===== src/rtl/interrupt_controller_if.sv =====
// Signal bundle between the interrupt controller, the CSR file/core and the devices.
// The controller is the slave side; the bench or the surrounding SoC drives it as master.
interface interrupt_controller_if #(
  parameter int N_SRC = 32
);
  logic [N_SRC-1:0] int_req_i;
  logic [31:0]      mie_i;
  logic             int_rst_i;
  logic             ic_int_o;
  logic [31:0]      mcause_o;
  logic [N_SRC-1:0] int_ack_o;
  logic             busy_o;

  modport master (
    output int_req_i, mie_i, int_rst_i,
    input  ic_int_o, mcause_o, int_ack_o, busy_o
  );

  modport slave (
    input  int_req_i, mie_i, int_rst_i,
    output ic_int_o, mcause_o, int_ack_o, busy_o
  );
endinterface


===== src/rtl/interrupt_controller.sv =====
// Round-robin interrupt controller: scans one source per cycle, raises a strobe with a cause,
// waits for the handler-complete pulse, then acknowledges the serviced device.
module interrupt_controller #(
  parameter int N_SRC = 32
) (
  input logic             clk,
  input logic             rstn,
  interrupt_controller_if.slave bus
);
  localparam int IDX_W = $clog2(N_SRC);

  typedef enum logic [1:0] {SCAN, RAISE, BUSY, ACK} state_t;

  state_t           state_reg;
  logic [IDX_W-1:0] cnt_reg;
  logic [IDX_W-1:0] cnt_next;
  logic [31:0]      mcause_reg;
  logic             ic_int_reg;
  logic [N_SRC-1:0] ack_reg;
  logic             busy_reg;
  logic [N_SRC-1:0] pending;
  logic             hit;

  generate
    for (genvar gi = 0; gi < N_SRC; gi++) begin : g_pending
      assign pending[gi] = bus.int_req_i[gi] & bus.mie_i[gi];
    end
  endgenerate

  assign hit      = pending[cnt_reg];
  assign cnt_next = (cnt_reg == IDX_W'(N_SRC - 1)) ? '0 : cnt_reg + 1'b1;

  // Outputs are registered alongside the state so they follow it without decode glitches.
  always_ff @(posedge clk) begin
    if (!rstn) begin
      state_reg  <= SCAN;
      cnt_reg    <= '0;
      mcause_reg <= '0;
      ic_int_reg <= 1'b0;
      ack_reg    <= '0;
      busy_reg   <= 1'b0;
    end else begin
      ic_int_reg <= 1'b0;
      ack_reg    <= '0;
      case (state_reg)
        SCAN: begin
          if (hit) begin
            state_reg  <= RAISE;
            mcause_reg <= {1'b1, {(31 - IDX_W){1'b0}}, cnt_reg};
            ic_int_reg <= 1'b1;
            busy_reg   <= 1'b1;
          end else begin
            cnt_reg <= cnt_next;
          end
        end
        // A completion pulse coinciding with this edge is deliberately not consumed.
        RAISE: state_reg <= BUSY;
        BUSY: begin
          if (bus.int_rst_i) begin
            state_reg <= ACK;
            ack_reg   <= {{(N_SRC - 1){1'b0}}, 1'b1} << cnt_reg;
          end
        end
        ACK: begin
          state_reg <= SCAN;
          cnt_reg   <= cnt_next;
          busy_reg  <= 1'b0;
        end
        default: state_reg <= SCAN;
      endcase
    end
  end

  assign bus.ic_int_o  = ic_int_reg;
  assign bus.mcause_o  = mcause_reg;
  assign bus.int_ack_o = ack_reg;
  assign bus.busy_o    = busy_reg;
endmodule


===== src/flat_wrapper.sv =====
// flat-port wrapper written by rule: the top's interface ports become plain ports
module interrupt_controller_flat 
#(
  parameter int N_SRC = 32
)
  (clk, rstn, bus_int_req_i, bus_mie_i, bus_int_rst_i, bus_ic_int_o, bus_mcause_o, bus_int_ack_o, bus_busy_o);
  interrupt_controller_if #(.N_SRC(N_SRC)) bus_i ();
  input logic clk;
  input logic rstn;
  input wire logic [$bits(bus_i.int_req_i)-1:0] bus_int_req_i;
  input wire logic [$bits(bus_i.mie_i)-1:0] bus_mie_i;
  input wire logic [$bits(bus_i.int_rst_i)-1:0] bus_int_rst_i;
  output wire logic [$bits(bus_i.ic_int_o)-1:0] bus_ic_int_o;
  output wire logic [$bits(bus_i.mcause_o)-1:0] bus_mcause_o;
  output wire logic [$bits(bus_i.int_ack_o)-1:0] bus_int_ack_o;
  output wire logic [$bits(bus_i.busy_o)-1:0] bus_busy_o;
  assign bus_i.int_req_i = bus_int_req_i;
  assign bus_i.mie_i = bus_mie_i;
  assign bus_i.int_rst_i = bus_int_rst_i;
  assign bus_ic_int_o = bus_i.ic_int_o;
  assign bus_mcause_o = bus_i.mcause_o;
  assign bus_int_ack_o = bus_i.int_ack_o;
  assign bus_busy_o = bus_i.busy_o;
  interrupt_controller #(.N_SRC(N_SRC)) u_core (.clk(clk), .rstn(rstn), .bus(bus_i));
endmodule

===== config.mk =====
export PLATFORM = sky130hd
export DESIGN_NAME = interrupt_controller_flat
export DESIGN_NICKNAME = d
export VERILOG_FILES = /design/src/rtl/interrupt_controller_if.sv /design/src/rtl/interrupt_controller.sv /design/src/flat_wrapper.sv
export SDC_FILE = /design/constraint.sdc
export NUM_CORES = 1
export LEC_CHECK = 0
export ABC_AREA = 1
export CORE_ASPECT_RATIO = 1.5
export CORE_UTILIZATION = 67
export DETAILED_ROUTE_END_ITERATION = 6
export DONT_BUFFER_PORTS = 1
export HOLD_SLACK_MARGIN = 0.06
export PLACE_DENSITY_LB_ADDON = 0.1
export SYNTH_ARGS = -nofsm -noshare
export SYNTH_HDL_FRONTEND = slang
export SYNTH_SLANG_ARGS = --single-unit

===== constraint.sdc =====
create_clock -name clk -period 3 [get_ports clk]
set_input_delay 0.15 -clock clk [delete_from_list [all_inputs] [get_ports clk]]
set_output_delay 0.15 -clock clk [all_outputs]
set_load 0.02 [all_outputs]

==> reports/results.tsv <==
metric	value	unit
share of post-route cells with drive strength above 1	5.18	%
asr flop ratio synth	0	%
I/O pin count	133	
Seq/Total Area, Yosys	40.8	%
RSZ-0062 raised after global routing	no	
Max VDD drop	0.000648	V
H-tree levels	2	
input/output buffers	0	
Post-CTS Resized	0	
Starting Density	71.7	%
CP Launch Type	flip-flop	
# rows	25	
die extent in y	73.9	um
Final min period	2.38	ns
DR pass1 iterations	4	
ys flop type	dfxtp_1	
synthesized area	2310	um2
relative slew slack	51.0	%
routed len/inst	14.8	um
maxcap violations	0	
GR Util met2	50.9	%
Synthesis Warnings	0	
clock-pin slew on the worst setup and hold paths	0.09	ns
Hold Vio Cnt, Final	0	
WS Path Type	flip-flop to flip-flop	
Psw	870	uW
nets@finish	386	
Most Crowded Layer GR	met2	
Net Sw Frac	41.9	%
#FFs+latches synth	47	
Setup crit end kind	flip-flop	
starting DRC count in detailed routing	70	
Clock Power Share	23.6	%
post-DP HPWL	3.94	mm
Fillers	278	
Core ar.	3220	um2
Max clock buf depth	2	
setup violation total in the final timing report	0	
total gr overflow	0	
CTS tree	yes	
Crit path arrival time	2.58	ns
Total Wirelength	5.16	mm
status	finished clean	
Post-Synthesis Cells	310	
die area	3690	um2
combinational share of power	36.8	%
Post-Syn Area per Cell	7.45	um2
Setup TNS	0	ns
diode count	0	
drt via density	5.49	
met1 Usage GRT	29.0	%
Yosys cell types	22	
top-count cell post-synth	nand2_1	
area leader, netlist	dfxtp_1	
largest net degree at the start of global routing	18	
WP data required	3.20	ns
P&R area growth vs syn	-0.379	%
CTS root buf	clkbuf_8	
Int Power	1.21	mW
vias in the first global route	1697	
Skew-Pair Late Insertion Delay	0.30	ns
CP max FO	17	
Fmax	420	MHz
TritonCTS buffer count	5	
pre-CTS WS	0.662	ns
Period Utilization, post-route	79.3	%
Num Clock Sinks	47	
leading cell types by count after synthesis	nand2_1, dfxtp_1, nor2_1, buf_4, nand3_1	
Power per Cell Area	903	nW/um2
Least-Margin Pin Slew	0.733	ns
PnR worst setup slack	0.621	ns
gpl congestion	0.898	
GRT Total Usage	28.2	%
Flop pwr share	39.6	%
ranking of synthesized cells by area	dfxtp_1, nand2_1, buf_4	
Post-CTS Setup Bufs	0	
count of flip-flops with a built-in enable after synthesis	0	
post-synth top area share	40.8	%
final slew viol count	0	
remaining antenna violation count	0	
DR vias	1915	
DIE WIDTH	49.9	um
Hold Path Class	primary input to flip-flop	
DRC Markers	0	
Leak Pwr	1.02	nW
met3 Use GR	10.1	%
initial antenna violation count	0	
global-route wire length before repair	7.72	mm
clk_skew	0.00408	ns
max reg flops	32	
kinds of logic after synthesis:
kind of cell	Yosys count	share of synthesized area (%)
buf+inv	56	15.9
other cells	1	0.162
compound gates	16	3.47
simple gates	179	33.8
flops	47	40.8
fa+ha+maj	11	5.96
stage by stage:
step / utilization [%] / instance area (um2) / instances / power [mW] / hold WS (ns)
global placement: 67.3 / 2170 / 340 / 1.57 / 0.274
finish: 71.4 / 2300 / 349 / 2.08 / 0.0736
global route: 71.4 / 2300 / 349 / 2.22 / 0.0852
CTS: 71.4 / 2300 / 349 / 2.08 / 0.0774
detailed placement: 67.3 / 2170 / 340 / 1.59 / 0.275
floorplan: - / 2400 / 335 / 1.54 / 0.403
path summary, 6_finish.rpt:
path	from	to	slack [ns]	cells after the start
hold reg to reg	u_core.state_reg[0]$_SDFFE_PN0P_	u_core.state_reg[0]$_SDFFE_PN0P_	0.52	2
setup / recovery	u_core.cnt_reg[0]$_SDFFE_PN0P_	u_core.cnt_reg[3]$_SDFFE_PN0P_	0.62	13
hold / removal	rstn	u_core.bus.ic_int_o$_SDFF_PN0_	0.07	2
setup reg to reg	u_core.cnt_reg[0]$_SDFFE_PN0P_	u_core.cnt_reg[3]$_SDFFE_PN0P_	0.62	13
area by class of cell:
cell class              instances  area (um2)  area share, %
inverters                      20        75.1           3.26
multi-input cells             232        1090           47.6
clock inverters                 2        38.8           1.69
flip-flops and latches         47         941           40.9
repair buffers                  2        17.5          0.762
clock buffers                   6        82.6           3.59
well taps                      40        50.0           2.18
routing by layer:
layer | wire length [um] | share of wire [%]
met5 | 0 | 0
met4 | 109 | 2.1
met2 | 2640 | 51
met3 | 498 | 9.7
met1 | 1910 | 37
power groups by stage:
stage               combinational (mW)  sequential, mW  clock (mW)
floorplan                        0.742           0.798           0
global placement                 0.737           0.837           0
detailed placement               0.753           0.837           0
CTS                              0.764           0.823       0.491
global route                     0.864           0.835       0.520
finish                           0.765           0.822       0.490
cells in the final DEF (no fill, tap or decap), types with 2 or more instances in the layout:
cell type	Yosys	final
a21oi_1	13	13
clkbuf_8	2	6
conb_1	1	26
dfxtp_1	47	47
ha_1	11	11
inv_1	18	18
nand2_1	73	73
nand2_2	4	4
nand3_1	25	25
nand3_2	2	2
nand4_1	10	10
nor2_1	44	44
nor3_1	20	20
o21ai_0	2	2
critical path, cell delays in order (launching register included):
cell and delay (ns):
dfxtp_1 0.74, inv_2 0.25, nand2_1 0.17, nor2_1 0.05, nor2_1 0.08, nand2_1 0.06
nand2_1 0.05, nand2_1 0.05, nor2_1 0.14, nand2_2 0.12, nand3_2 0.21, nand2_1 0.17
nor2_1 0.14, nor2_1 0.05
what timing repair did:
item                       CTS  global route
hold endpoints to repair     9             0
hold buffers                 1             0
setup endpoints to repair    0             0
Note: power is estimated with default switching activity, not from simulation.
